[src/rtl/aes_pkg.sv]
// Shared AES definitions: GF(2^8) constant multipliers, state/column types, FSM states.
package aes_pkg;

   localparam logic [7:0] AES_POLY = 8'h1b;

   // state[3-r][3-c] is byte(r,c), so state[3][3] lands on bits [127:120]
   typedef logic [3:0][3:0][7:0] state_t;
   typedef logic [3:0][7:0]      col_t;

   typedef enum logic [1:0] {
      IDLE = 2'd0,
      COL  = 2'd1,
      DONE = 2'd2
   } fsm_t;

   function automatic logic [7:0] xtime(input logic [7:0] b);
      return {b[6:0], 1'b0} ^ (b[7] ? AES_POLY : 8'h00);
   endfunction

   function automatic logic [7:0] gf_mul2(input logic [7:0] b);
      return xtime(b);
   endfunction

   function automatic logic [7:0] gf_mul3(input logic [7:0] b);
      return xtime(b) ^ b;
   endfunction

   // Inverse coefficients are sums of the x2/x4/x8 chain
   function automatic logic [7:0] gf_mul9(input logic [7:0] b);
      return xtime(xtime(xtime(b))) ^ b;
   endfunction

   function automatic logic [7:0] gf_mulb(input logic [7:0] b);
      return xtime(xtime(xtime(b))) ^ xtime(b) ^ b;
   endfunction

   function automatic logic [7:0] gf_muld(input logic [7:0] b);
      return xtime(xtime(xtime(b))) ^ xtime(xtime(b)) ^ b;
   endfunction

   function automatic logic [7:0] gf_mule(input logic [7:0] b);
      return xtime(xtime(xtime(b))) ^ xtime(xtime(b)) ^ xtime(b);
   endfunction

endpackage

[src/rtl/mix_column_word.sv]
// Combinational MixColumns for one 32-bit column; inv selects the inverse matrix.
module mix_column_word
   import aes_pkg::*;
(
   input  col_t col,
   input  logic inv,
   output col_t mixed
);

   logic [7:0] s0, s1, s2, s3;

   always_comb begin
      s0 = col[3];
      s1 = col[2];
      s2 = col[1];
      s3 = col[0];
      mixed = '0;
      if (inv) begin
         mixed[3] = gf_mule(s0) ^ gf_mulb(s1) ^ gf_muld(s2) ^ gf_mul9(s3);
         mixed[2] = gf_mul9(s0) ^ gf_mule(s1) ^ gf_mulb(s2) ^ gf_muld(s3);
         mixed[1] = gf_muld(s0) ^ gf_mul9(s1) ^ gf_mule(s2) ^ gf_mulb(s3);
         mixed[0] = gf_mulb(s0) ^ gf_muld(s1) ^ gf_mul9(s2) ^ gf_mule(s3);
      end else begin
         mixed[3] = gf_mul2(s0) ^ gf_mul3(s1) ^ s2 ^ s3;
         mixed[2] = s0 ^ gf_mul2(s1) ^ gf_mul3(s2) ^ s3;
         mixed[1] = s0 ^ s1 ^ gf_mul2(s2) ^ gf_mul3(s3);
         mixed[0] = gf_mul3(s0) ^ s1 ^ s2 ^ gf_mul2(s3);
      end
   end

endmodule

[src/rtl/mix_columns.sv]
// AES MixColumns stage, one column per clock through a shared column multiplier.
// Define MXC_INV_EN to add the Dec_MXC port and inverse MixColumns support.
module mix_columns
   import aes_pkg::*;
(
   input  logic         Clk,
   input  logic         Rst,
   input  logic         En_MXC,
   input  logic [127:0] In_MXC,
`ifdef MXC_INV_EN
   input  logic         Dec_MXC,
`endif
   output logic         Ry_MXC,
   output logic         Busy_MXC,
   output logic [127:0] Out_MXC
);

   fsm_t       fsm;
   state_t     work;
   state_t     work_next;
   logic [1:0] cnt;
   logic [1:0] cidx;
   logic       inv;
   logic       dec_sel;
   col_t       col_in;
   col_t       col_out;

`ifdef MXC_INV_EN
   assign dec_sel = Dec_MXC;
`else
   assign dec_sel = 1'b0;
`endif

   // Column c sits at the reversed packed index 3-c
   assign cidx = ~cnt;

   always_comb begin
      col_in = {work[3][cidx], work[2][cidx], work[1][cidx], work[0][cidx]};
      work_next = work;
      work_next[3][cidx] = col_out[3];
      work_next[2][cidx] = col_out[2];
      work_next[1][cidx] = col_out[1];
      work_next[0][cidx] = col_out[0];
   end

   mix_column_word u_word (
      .col   (col_in),
      .inv   (inv),
      .mixed (col_out)
   );

   always_ff @(posedge Clk or negedge Rst) begin
      if (!Rst) begin
         fsm      <= IDLE;
         cnt      <= 2'd0;
         inv      <= 1'b0;
         work     <= '0;
         Ry_MXC   <= 1'b0;
         Busy_MXC <= 1'b0;
         Out_MXC  <= '0;
      end else begin
         Ry_MXC <= 1'b0;
         case (fsm)
            IDLE: begin
               if (En_MXC) begin
                  work     <= In_MXC;
                  cnt      <= 2'd0;
                  inv      <= dec_sel;
                  Busy_MXC <= 1'b1;
                  fsm      <= COL;
               end
            end
            COL: begin
               work <= work_next;
               cnt  <= cnt + 2'd1;
               if (cnt == 2'd3)
                  fsm <= DONE;
            end
            DONE: begin
               Out_MXC  <= work;
               Ry_MXC   <= 1'b1;
               Busy_MXC <= 1'b0;
               fsm      <= IDLE;
            end
            default: fsm <= IDLE;
         endcase
      end
   end

endmodule

[config.mk]
export PLATFORM = sky130hd
export DESIGN_NAME = mix_columns
export DESIGN_NICKNAME = d
export VERILOG_FILES = /design/src/rtl/aes_pkg.sv /design/src/rtl/mix_column_word.sv /design/src/rtl/mix_columns.sv
export SDC_FILE = /design/constraint.sdc
export NUM_CORES = 1
export LEC_CHECK = 0
export ABC_AREA = 0
export BUFFER_PORTS_ARGS = -buffer_cell sky130_fd_sc_hd__clkbuf_2
export CAP_MARGIN = 25
export CORE_MARGIN = 4
export CORE_UTILIZATION = 29
export CTS_CLUSTER_SIZE = 10
export DETAILED_ROUTE_END_ITERATION = 12
export PLACE_DENSITY = 0.49
export SYNTH_ARGS = -nofsm -noshare
export SYNTH_HDL_FRONTEND = slang
export SYNTH_HIERARCHICAL = 1
export SYNTH_SLANG_ARGS = --single-unit
[constraint.sdc]
create_clock -name Clk -period 3.24 [get_ports Clk]
set_input_delay 0.324 -clock Clk [delete_from_list [all_inputs] [get_ports Clk]]
set_output_delay 0.324 -clock Clk [all_outputs]
set_load 0.02 [all_outputs]
# Word-level counts from Yosys, hierarchy flattened
# Index checks and enable logic that the tools add are counted.
# classes
add_sub_neg	1
bitwise_logic	21
muxes	28
magnitude_cmp	2
reduce_logical	7
n_eq_ne	5
# op_table
op	count
one-hot mux 128 bit (2 select lines)	1
XOR 8 bit	20
bitwise mux 32 bit	4
2-to-1 mux 128 bit	1
binary-select mux 8 bit (select 2 bit)	4
2-to-1 mux 8 bit	5
2-to-1 mux 5 bit	4
demux 8 bit (select 2 bit)	1
one-hot mux 2 bit (2 select lines)	2
2-to-1 mux 2 bit	3
AND reduction 2 bit	3
equality test 2 bit, second input constant	2
!= test 2 bit, second input constant	2
nonzero test 2 bit	2
< comparator 2 x 3 -> 1 bit, second input constant	1
adder 2 x 1 -> 2 bit, second input constant	1
equality test 2 x 1 -> 1 bit, second input constant	1
greater-or-equal comparator 2 x 1 -> 1 bit, second input constant	1
zero test 2 bit	1
2-to-1 mux 1 bit	2
NOT 2 bit	1
one-hot mux 1 bit (2 select lines)	1
logical AND 1 bit	1
# totals
word_cells	85
reg_bits	262

# Depth between registers and ports, before layout
# depth
ltp_word	11
depth_mapped	13

# Modules after synthesis
# Netlist, hierarchy kept.
# by_module_without_submodules
module	area_each_um2	instances	cells_per_inst
mix_columns	13105.1	1	1297
mix_column_word	2451.1	1	272

# Worst setup path after synthesis
# No wires, ideal clock.
# synth_path
path_type	reg2reg
start	register cnt[0]
end	register work[68] (netlist name)
synth_period_minus_slack_ns	3.163
path_buffers	3
setup_slack_ns	0.077
required_ns	3.176
stages_incl_launch_ff	14
t_arrival_ns	3.099
path_cell_list	dfrtp_1 -> clkbuf_1 -> buf_4 -> mux4_2 -> clkbuf_1 -> xnor2_1 -> xnor2_1 -> xnor2_1 -> xor2_1 -> nor2_1 -> a21oi_1 -> nand2_1 -> mux2i_1 -> mux2_2
# synth_rtl
element	line	rtl
start: declaration	mix_columns.sv:21	logic [1:0] cnt;
start signal: assignment	mix_columns.sv:75	cnt <= cnt + 2'd1;
end signal: assignment	mix_columns.sv:66	work <= In_MXC;
end signal: assignment	mix_columns.sv:74	work <= work_next;
end: declaration	mix_columns.sv:19	state_t work;

==> Flow_metrics.wiki <==
{| class="wikitable"
! Metric !! Value
|-
| Result of the run || complete, no violations
|-
| Clock tree sinks || 262
|-
| Clock Tree Root || sky130_fd_sc_hd__clkbuf_16
|-
| Synthesized net count || 1704
|-
| Startpoint class of the critical path || flop
|-
| Unrepaired setup endpoints after global routing || no
|-
| CP endpoint kind || flop
|-
| Worst min-delay path category || primary input to flop
|-
| I/O pin total || 261
|-
| Cell variety after synth || 36
|-
| Met3 routed wirelength || 2.66 mm
|-
| Die span in y || 240 µm
|-
| First-pass DRT Iterations || 4
|-
| Buffers added on ports || 260
|-
| Largest stage delay on the critical path || 0.69 ns
|-
| Most frequent cells in the layout || sky130_fd_sc_hd__nand2_1, sky130_fd_sc_hd__dfrtp_1, sky130_fd_sc_hd__clkbuf_2
|-
| Slowest CP cell || sky130_fd_sc_hd__mux4_2
|-
| Required time of the worst setup path || 3.65 ns
|-
| Post-route standard cell area excluding fillers || 18800 µm²
|-
| Number of hold-slack violations in the final timing report || 0
|-
| FF+latch count, synth || 262
|-
| Initial core utilization || 29.4%
|-
| Final #Nets || 1962
|-
| Portion of the clock cycle consumed by the worst path in the final layout || 94.7%
|-
| Ratio of routed vias to standard cells || 4.62
|-
| Worst r2r src || cnt[0]
|-
| DR top layer || met4
|-
| Number of buffers added for setup after CTS || 0
|-
| Die width || 240 µm
|-
| Launch point of the worst path || cnt[0]
|-
| Die footprint || 57400 µm²
|-
| Sum of overflow across all layers after global routing || 0
|-
| Non-filler instance count after layout || 2531
|-
| Clock edge transition at the registers on the reported setup and hold paths || 0.06 ns
|-
| Amount of wire on met2 after detailed routing || 25.9 mm
|-
| Count of synthesis-stage warnings from yosys || 6
|-
| List of cells traversed by the critical path || buf_12 -> mux4_2 -> xnor2_1 -> xnor2_1 -> xnor2_1 -> xnor2_2 -> nand2_1 -> mux2i_1 -> mux2_2
|-
| Final period demand of the worst path || 3.07 ns
|-
| Most common library cell in the layout ignoring fill and taps || sky130_fd_sc_hd__nand2_1
|-
| Final WS setup || 0.172 ns
|-
| Clock latency reported for the late side of the worst-skew pair || 0.53 ns
|-
| Final Skew || 0.0157 ns
|-
| Sequential area share after synthesis || 42.1%
|-
| Pre-CTS setup slack || 0.0561 ns
|-
| Via Count || 11.7k
|-
| GRT Total Usage || 18.8%
|-
| Number of DRC violations after detailed routing || 0
|-
| Met1 wire length || 24.8 mm
|-
| Total placed cells including tap cells || 2478
|-
| Total number of H-tree levels || 2
|-
| Fin Setup TNS || 0 ns
|-
| Fraction of layout cells with a size suffix above 1 || 30.2%
|-
| Count of standard-cell rows || 84
|-
| Gate count after technology mapping || 1569
|-
| Hold_sp || En_MXC
|-
| TritonCTS buffer count || 34
|-
| Worst max-slew margin expressed relative to the limit || 40.1%
|-
| Core area || 52900 µm²
|-
| Global-route wire length before repair || 81.5 mm
|-
| Slack of the worst reg-to-reg path || 0.17 ns
|-
| Largest fanout of any net on the critical path || 16
|-
| Count of antenna-violating nets left after detailed routing || 0
|-
| Largest net degree at the start of global routing || 129
|-
| Critical R2R Capture || work[36]
|-
| Placer's final routability congestion estimate || 0.894
|-
| Average cell area after synthesis || 9.91 µm²
|-
| Area of the mapped netlist || 15600 µm²
|-
| First DRT Iteration DRCs || 762
|-
| Top achievable clock speed || 0.326 GHz
|-
| Final setup vio count || 0
|-
| Number of cells on the worst reg-to-reg path || 9
|-
| Number of maximum-capacitance violations || 0
|-
| Syn-to-layout area delta || 21.1%
|-
| Average wire length per cell after detail routing || 21.5 µm
|-
| Capturing element of the worst setup path || work[36]
|-
| Number of diodes added for antenna fixing || 0
|-
| Placed cell area || 17800 µm²
|-
| Maximum buffer depth of the clock tree || 3
|-
| FILL cells || 5456
|-
| Cell mode on critical path || sky130_fd_sc_hd__xnor2_1
|-
| WS Path Type || flop to flop
|-
| Slew at the pin with the worst max-slew slack || 0.892 ns
|-
| Arrival time at the worst endpoint || 3.48 ns
|-
| Detailed Place HPWL || 40.0 mm
|-
| Fin. max-slew vios || 0
|-
| Antenna violations before repair || 0
|-
| CTS tree || yes
|-
| Number of global-route vias before repair || 12.5k
|-
| Total detailed-routing wirelength || 54.4 mm
|-
| Number of instances on the worst hold path || 3
|}
[per-layer routing]
layer  vias to the layer above  track usage (%)
li1                       5471                -
met1                      5882             25.9
met2                       286             31.1
met3                        62             3.35
met4                         0             4.15
met5                         -                0
[sequential cells by signal, indices dropped and copies added, names as in the netlist]
register  count
Busy_MXC      1
Out_MXC     128
Ry_MXC        1
cnt           2
fsm           2
work        128
[metrics by stage]
stage	util (%)	hold slack, ns
after floorplan	-	0.0284
after global placement	33.6	0.390
after detailed placement	33.6	0.390
after CTS	35.6	0.158
after global routing	35.6	0.182
final	35.6	0.180
[timing repair]
item | 4_1_cts | 5_1_grt
hold buffers | 1 | 0
resized for setup | 0 | 5
hold endpoints to repair | 75 | 0
setup endpoints to repair | 0 | 16
[kinds of logic (layout without fill, tap and decap cells)]
group,Yosys count,after routing,synth area share [%]
AOI/OAI and AO/OA,19,19,0.700
other,1,1,0.0241
buffers and inverters,238,512,7.42
DFF,262,262,42.1
xor gates and xnor gates,211,211,13.7
muxes,293,293,22.5
and+or+nand+nor,541,541,13.2
adders and majority gates,4,4,0.322
[worst min path at each step]
stage	to	slack [ns]
2_1_floorplan	Busy_MXC	0.03
3_3_place_gp	Out_MXC[49]	0.39
3_5_place_dp	Out_MXC[49]	0.39
4_1_cts	fsm[0]	0.16
5_1_grt	work[111]	0.18
6_report	fsm[0]	0.18
[synth_stat cells]
master	n	area (µm²)
sky130_fd_sc_hd__a21oi_1	13	65.1
sky130_fd_sc_hd__clkbuf_1	55	206
sky130_fd_sc_hd__nand2b_1	2	12.5
sky130_fd_sc_hd__nand2_1	528	1980
sky130_fd_sc_hd__xor3_1	1	23.8
sky130_fd_sc_hd__clkbuf_8	2	27.5
sky130_fd_sc_hd__nor2_1	8	30.0
sky130_fd_sc_hd__a21oi_2	2	17.5
sky130_fd_sc_hd__xor2_2	3	48.8
sky130_fd_sc_hd__and2_1	1	6.26
sky130_fd_sc_hd__dfrtp_1	262	6560
sky130_fd_sc_hd__xor2_4	1	27.5
sky130_fd_sc_hd__buf_12	9	180
sky130_fd_sc_hd__inv_1	132	495
sky130_fd_sc_hd__xnor3_1	12	270
sky130_fd_sc_hd__clkbuf_2	1	5.00
sky130_fd_sc_hd__buf_8	1	15.0
sky130_fd_sc_hd__o21bai_1	1	7.51
sky130_fd_sc_hd__mux4_2	32	721
sky130_fd_sc_hd__buf_4	14	105
sky130_fd_sc_hd__mux2i_1	132	1320
sky130_fd_sc_hd__nand2b_4	1	13.8
sky130_fd_sc_hd__a22o_1	1	8.76
sky130_fd_sc_hd__ha_1	4	50.1
sky130_fd_sc_hd__xnor2_2	3	48.8
sky130_fd_sc_hd__buf_2	18	90.1
sky130_fd_sc_hd__nor2b_1	1	6.26
sky130_fd_sc_hd__conb_1	1	3.75
sky130_fd_sc_hd__buf_6	1	11.3
sky130_fd_sc_hd__o21ai_0	2	10.0
sky130_fd_sc_hd__xnor2_1	143	1250
sky130_fd_sc_hd__inv_2	1	3.75
sky130_fd_sc_hd__buf_1	4	15.0
sky130_fd_sc_hd__xor2_1	45	394
sky130_fd_sc_hd__xnor3_2	3	71.3
sky130_fd_sc_hd__mux2_2	129	1450
[cell type report]
cell class | instances | area, µm² | area share (%)
Clock buffer | 49 | 1020 | 5.42
Clock inverter | 3 | 18.8 | 0.0996
Inverter | 133 | 502 | 2.66
Multi-Input combinational cell | 1069 | 7930 | 42.1
Sequential cell | 262 | 6560 | 34.8
Tap cell | 688 | 861 | 4.57
Timing Repair Buffer | 327 | 1950 | 10.4
[critical path: cells and delay by family, from the launching register on]
kind | cells | cell delay [ns]
flops | 1 | 0.42
mux | 3 | 1.03
simple gates | 1 | 0.11
xor+xnor | 4 | 1.16
buf+inv | 1 | 0.21
Power is left out: the tool's default activity adds up to more than one toggle a clock period on the data nets, which glitch-free logic cannot reach.
